**config.mk**
```make
export PLATFORM = sky130hd
export DESIGN_NAME = intr_gateway
export DESIGN_NICKNAME = d
export VERILOG_FILES = /design/src/rtl/intr_gateway_pkg.sv /design/src/rtl/intr_prio_tree.sv /design/src/rtl/intr_gateway.sv
export SDC_FILE = /design/constraint.sdc
export NUM_CORES = 1
export LEC_CHECK = 0
export CORE_MARGIN = 5
export CORE_UTILIZATION = 30
export CTS_CLUSTER_DIAMETER = 150
export CTS_CLUSTER_SIZE = 25
export DETAILED_ROUTE_END_ITERATION = 10
export SLEW_MARGIN = 40
export SYNTH_ARGS = -nofsm -noshare
export SYNTH_HDL_FRONTEND = slang
export SYNTH_SLANG_ARGS = --single-unit
```
**constraint.sdc**
```tcl
create_clock -name clk_i -period 4.7 [get_ports clk_i]
set_clock_uncertainty 0.2 [all_clocks]
set_input_delay 1.175 -clock clk_i [delete_from_list [all_inputs] [get_ports clk_i]]
set_output_delay 1.175 -clock clk_i [all_outputs]
set_load 0.01 [all_outputs]
```
**src/rtl/intr_gateway_pkg.sv**
```systemverilog
// Shared types and helpers for the interrupt gateway.
// Latency: n/a (declarations only).
// Backpressure: n/a.
`timescale 1ns/1ps
package intr_gateway_pkg;

   localparam int PRIO_W_DEF = 2;

   // ID 0 is reserved to mean "no interrupt"; source k reports as k+1.
   localparam int ID_NONE = 0;

   typedef logic [PRIO_W_DEF-1:0] prio_t;

   // Enough bits to hold IDs 0..n_source.
   function automatic int id_width(input int n_source);
      return $clog2(n_source + 1);
   endfunction

endpackage

```
**src/rtl/intr_prio_tree.sv**
```systemverilog
// Combinational max-tree picking the highest-priority eligible source, lowest index on ties.
// Latency: zero cycles (purely combinational).
// Backpressure: none; the result follows the inputs every cycle.
`timescale 1ns/1ps
module intr_prio_tree
   import intr_gateway_pkg::*;
#(
   parameter int N_SOURCE = 8,
   parameter int PRIO_W   = 2,
   parameter int ID_W     = 4
) (
   input  logic [N_SOURCE-1:0]        eligible,
   input  logic [N_SOURCE*PRIO_W-1:0] prio,
   output logic [ID_W-1:0]            id,
   output logic                       vld
);

   // Pad the leaf count up to a power of two; padding leaves are never eligible.
   localparam int LEVELS = (N_SOURCE > 1) ? $clog2(N_SOURCE) : 0;
   localparam int N_LEAF = 1 << LEVELS;
   localparam int N_NODE = 2 * N_LEAF - 1;

   logic [N_LEAF-1:0]        elig_pad;
   logic [N_LEAF*PRIO_W-1:0] prio_pad;

   // Heap layout: node j has children 2j+1 (lower indices) and 2j+2, leaves start at N_LEAF-1.
   logic              node_vld  [N_NODE];
   logic [PRIO_W-1:0] node_prio [N_NODE];
   logic [ID_W-1:0]   node_id   [N_NODE];

   assign elig_pad = N_LEAF'(eligible);
   assign prio_pad = (N_LEAF*PRIO_W)'(prio);

   // Fill the leaves, then reduce bottom-up; the left child wins unless the right is strictly higher.
   always_comb begin
      logic pick_left;
      pick_left = 1'b0;
      for (int i = 0; i < N_LEAF; i++) begin
         node_vld[N_LEAF-1+i]  = elig_pad[i];
         node_prio[N_LEAF-1+i] = prio_pad[i*PRIO_W +: PRIO_W];
         node_id[N_LEAF-1+i]   = ID_W'(i + 1);
      end
      for (int j = N_LEAF - 2; j >= 0; j--) begin
         pick_left = node_vld[2*j+1] &&
                     (!node_vld[2*j+2] || (node_prio[2*j+1] >= node_prio[2*j+2]));
         node_vld[j]  = node_vld[2*j+1] | node_vld[2*j+2];
         node_prio[j] = pick_left ? node_prio[2*j+1] : node_prio[2*j+2];
         node_id[j]   = pick_left ? node_id[2*j+1]   : node_id[2*j+2];
      end
   end

   assign vld = node_vld[0];
   assign id  = node_vld[0] ? node_id[0] : ID_W'(ID_NONE);

endmodule

```
**src/rtl/intr_gateway.sv**
```systemverilog
// Interrupt gateway: level/edge sources to single pending requests, held off while in service.
// Latency: source rise -> ip_o next cycle -> irq_o/irq_id_o one cycle after that (2 cycles).
// Backpressure: none; sources are held off via the claim/complete handshake, extra edges are dropped.
`timescale 1ns/1ps
module intr_gateway
   import intr_gateway_pkg::*;
#(
   parameter  int N_SOURCE = 8,
   parameter  int PRIO_W   = 2,
   localparam int ID_W     = id_width(N_SOURCE)
) (
   input  logic                       clk_i,
   input  logic                       rst_ni,
   input  logic [N_SOURCE-1:0]        src_i,
   input  logic [N_SOURCE-1:0]        le_i,
   input  logic [N_SOURCE*PRIO_W-1:0] prio_i,
   input  logic [PRIO_W-1:0]          threshold_i,
   input  logic                       claim_i,
   input  logic                       complete_i,
   input  logic [ID_W-1:0]            complete_id_i,
   output logic [N_SOURCE-1:0]        ip_o,
   output logic                       irq_o,
   output logic [ID_W-1:0]            irq_id_o
);

   // Per source: IDLE (ia=0, ip=0), PENDING (ia=1, ip=1), CLAIMED (ia=1, ip=0).
   logic [N_SOURCE-1:0] ip, ia, src_q;
   logic [N_SOURCE-1:0] ip_nxt, ia_nxt;
   logic [N_SOURCE-1:0] req, eligible, claim_hit, complete_hit;
   logic [ID_W-1:0]     sel_id;
   logic                sel_vld;

   // Decode requests, eligibility and which source a claim or complete targets.
   always_comb begin
      req          = '0;
      eligible     = '0;
      claim_hit    = '0;
      complete_hit = '0;
      for (int k = 0; k < N_SOURCE; k++) begin
         req[k]          = le_i[k] ? (src_i[k] & ~src_q[k]) : src_i[k];
         eligible[k]     = ip[k] && (prio_i[k*PRIO_W +: PRIO_W] > threshold_i);
         // A claim only lands on a PENDING source; ID 0 never matches any k+1.
         claim_hit[k]    = claim_i && ip[k] && (irq_id_o == ID_W'(k + 1));
         // A complete only lands on a CLAIMED source, so a same-cycle claim on the same ID wins.
         complete_hit[k] = complete_i && ia[k] && !ip[k] && (complete_id_i == ID_W'(k + 1));
      end
   end

   // Next state: requests only enter from IDLE, so anything arriving while active is dropped.
   always_comb begin
      ip_nxt = (ip & ~claim_hit)    | (~ia & req);
      ia_nxt = (ia & ~complete_hit) | (~ia & req);
   end

   intr_prio_tree #(
      .N_SOURCE (N_SOURCE),
      .PRIO_W   (PRIO_W),
      .ID_W     (ID_W)
   ) u_prio_tree (
      .eligible (eligible),
      .prio     (prio_i),
      .id       (sel_id),
      .vld      (sel_vld)
   );

   // Gateway flops and edge-detect history.
   always_ff @(posedge clk_i or negedge rst_ni) begin
      if (!rst_ni) begin
         ip    <= '0;
         ia    <= '0;
         src_q <= '0;
      end else begin
         ip    <= ip_nxt;
         ia    <= ia_nxt;
         src_q <= src_i;
      end
   end

   // Registered request to the core; irq_id_o is stale for one cycle after a claim.
   always_ff @(posedge clk_i or negedge rst_ni) begin
      if (!rst_ni) begin
         irq_o    <= 1'b0;
         irq_id_o <= ID_W'(ID_NONE);
      end else begin
         irq_o    <= sel_vld;
         irq_id_o <= sel_id;
      end
   end

   assign ip_o = ip;

endmodule
```
==> results.yml <==
grt:
  met3_usage_pct: 2.920
  grt-busiest-layer: "met2"
  grt_usage_pct: 13.47
  gr-usage-met2_pct: 23.73
  grt_pass1_vias: 2132
  overflow: 0
  use_met1_pct: 16.18
  grt_pass1_wl_mm: 9.480
  antenna_found_initial: 0
  grt_max_degree: 30
floorplanning:
  die-height_um: 95.31
  fp.coreArea_um2: 7176
  dieArea_um2: 9084
  initial_utilization_pct: 30.43
  die_w_um: 95.31
  num_io_pins: 55
  row_count: 31
yosys:
  ys.flop_type: "dfrtp_1"
  synth_area_leader_cell: "dfrtp_1"
  async_reset_ff_share_pct: 100.0
  synth_commonest_cells: "nand2_1 (39), ha_1 (30), dfrtp_1 (29)"
  ys_seq_area_share_pct: 33.24
  synth_cells: 224
  ys_warn_count: 0
  synth.distinct_cells: 35
  yosysMostFrequentCell: "nand2_1"
  yosysTopAreaCellShare_pct: 33.24
  netlist_area_um2: 2183
  synth-seq-cells: 29
  synth_edf_count: 0
  yosys-top-cells-area: "dfrtp_1 (33%), ha_1 (17%), nand2_1 (6.7%), mux2i_1 (6.0%), nand2b_1 (4.3%)"
  synth.net_count: 296
  syn_avg_cell_area_um2: 9.747
detailed_routing:
  drt_wl_total_mm: 6.092
  wl_per_cell_um: 14.17
  drt_iter0_drc: 47
  detail-route-antenna-nets: 0
  dr_total_vias: 2037
  drcViolationCount: 0
  post_drt_via_cell_ratio: 4.737
  dr.pass1.iters: 4
cells_and_area:
  regArea_um2: 725.7
  multi_input_area_um2: 1648
  fin_nets: 402
  final_cells: 430
  n_fill_cell: 681
  post-route-util_pct: 49.40
  syn2layout_area_growth_pct: 62.35
  diodes: 0
  drive_gt1_share_pct: 31.12
clock_tree:
  htreeDepth: 2
  clk_latency_ns: 0.27
  tritoncts: "yes"
  cts_buffers: 5
  cts.path.max_buffers: 2
  cts_sinks: 29
  cts.clk_slew.worst_paths_ns: 0.06
  hold_buffers: 0
  cts-root-buf: "clkbuf_8"
timing:
  hold_viol_final: 0
  finalCritPeriodShare_pct: 98.22
  fmax_mhz: 216.6
  fin_crit_ns: 4.616
  tightestPinTransition_ns: 0.3569
  worst_slack_ns: 0.08351
  setup_viol: 0
  timing.hold.ws_ns: 0.2934
  slew_headroom_pct: 76.20
  drv_slew: 0
  grt_setup_unrepaired: "true"
setup_path:
  cp_slowest_cell: "mux2_4"
  cp.arrival_ns: 4.60
  cp_max_fo: 3
  cp-start-kind: "input pin"
  slowest_delay_ns: 0.32
  r2r_slack_ns: 1.23
  crit_type: "input pin to register"
  cp_num_buf_inv: 3
  end_kind: "register"
  crit_family: "compound AO/OA/AOI/OAI gates"
  cp_cell_sequence: "buf_6, clkinvlp_4, buf_6, ha_4, nor2b_4, o211a_1, a21oi_4, mux2i_2, ha_1, nand2b_4, a21oi_2, a21bo_2, nand2_2, mux2_4, ha_4, nand2b_4, a21oi_4, a21boi_4, mux2i_1"
  required_ns: 4.69
pwr:
  power_density_nw_per_um2: 411.9
  ir_drop_mv: 0.1456
  leakage_nw: 1.647
run_status:
  status: "complete, no violations"
min_path:
  hp-class: "register to register"
place:
  dpl.hpwl_mm: 4.841
  place_ws_ns: -0.8566
  port_buffers: 54
  place.gp.congestion: 0.7790
  placedCellCount: 408
flow_run:
  cap_violations: 0
final cells by class:
type | instances | share of cell area, %
Clock buffer | 6 | 2.047
Clock inverter | 2 | 0.2824
Inverter | 18 | 2.012
Multi-Input combinational cell | 177 | 46.49
Sequential cell | 29 | 20.47
Tap cell | 99 | 3.495
Timing Repair Buffer | 99 | 25.20
worst reg2reg max path: cells and delay by family, from the launching register on:
family,cells,cell delay (ns)
and+or+nand+nor,3,0.33
buffers and inverters,1,0.07
AOI/OAI and AO/OA,6,0.99
adders and majority gates,2,0.55
DFF,1,0.45
muxes,3,0.80
sequential cells by signal, summed over array words and instances, names as in the netlist:
name and cells:
irq_o 1, ip_o 8, src_q 8, ia 8, irq_id_o 4
cells by family after synthesis:
logic type / share of synthesized area (%)
buf+inv: 3.094
simple gates: 19.60
mux: 7.163
fa+ha+maj: 17.19
flops: 33.24
compound gates: 19.71
repair_timing:
item / CTS / global route
cloned: 0 / 0
endpoints found under the setup margin: 4 / 4
resized for setup: 41 / 26
pin swaps: 14 / 14
setup buffers: 12 / 2
stage by stage:
stage / total power, mW / TNS [ns] / cell area [um2]
4_1_cts: 1.407 / 0 / 3420
5_1_grt: 1.568 / -0.2234 / 3545
3_3_place_gp: 1.099 / -2.907 / 3104
2_1_floorplan: 0.7954 / 0 / 2207
3_5_place_dp: 1.120 / -3.298 / 3104
6_report: 1.460 / 0 / 3545
report_power, final:
part | switching, mW | internal, mW | total [mW]
Clock | 0.0886 | 0.102 | 0.191
Sequential | 0.0961 | 0.331 | 0.428
Combinational | 0.358 | 0.483 | 0.842
placed cells by master, fill, tap and decap left out, drive strengths merged, types with 8 or more instances in the layout:
cell	instances
dfrtp	29
nor2b	8
ha	30
nand2b	15
inv	17
nand3b	10
clkdlybuf4s50	36
mux2i	13
dlygate4sd2	8
buf	46
a21oi	11
nand2	39
o211ai	8
layer usage:
metal | share of wire [%] | vias up | wire length [um]
met4 | 1.0 | 0 | 62
met2 | 49 | 55 | 2964
met3 | 5.9 | 8 | 358
li1 | - | 1021 | -
met5 | 0 | - | 0
met1 | 44 | 953 | 2706
worst paths after layout:
path                       depth (start not counted)            from          end
max                                               19  threshold_i[1]  irq_id_o[0]
min                                                2           ia[5]        ia[5]
max reg2reg                                       15         ip_o[3]  irq_id_o[0]
min reg2reg                                        2           ia[5]        ia[5]
max in group asynchronous                          2          rst_ni  irq_id_o[0]
min in group asynchronous                          2          rst_ni        ia[0]
Power figures use the tool's default switching activity.
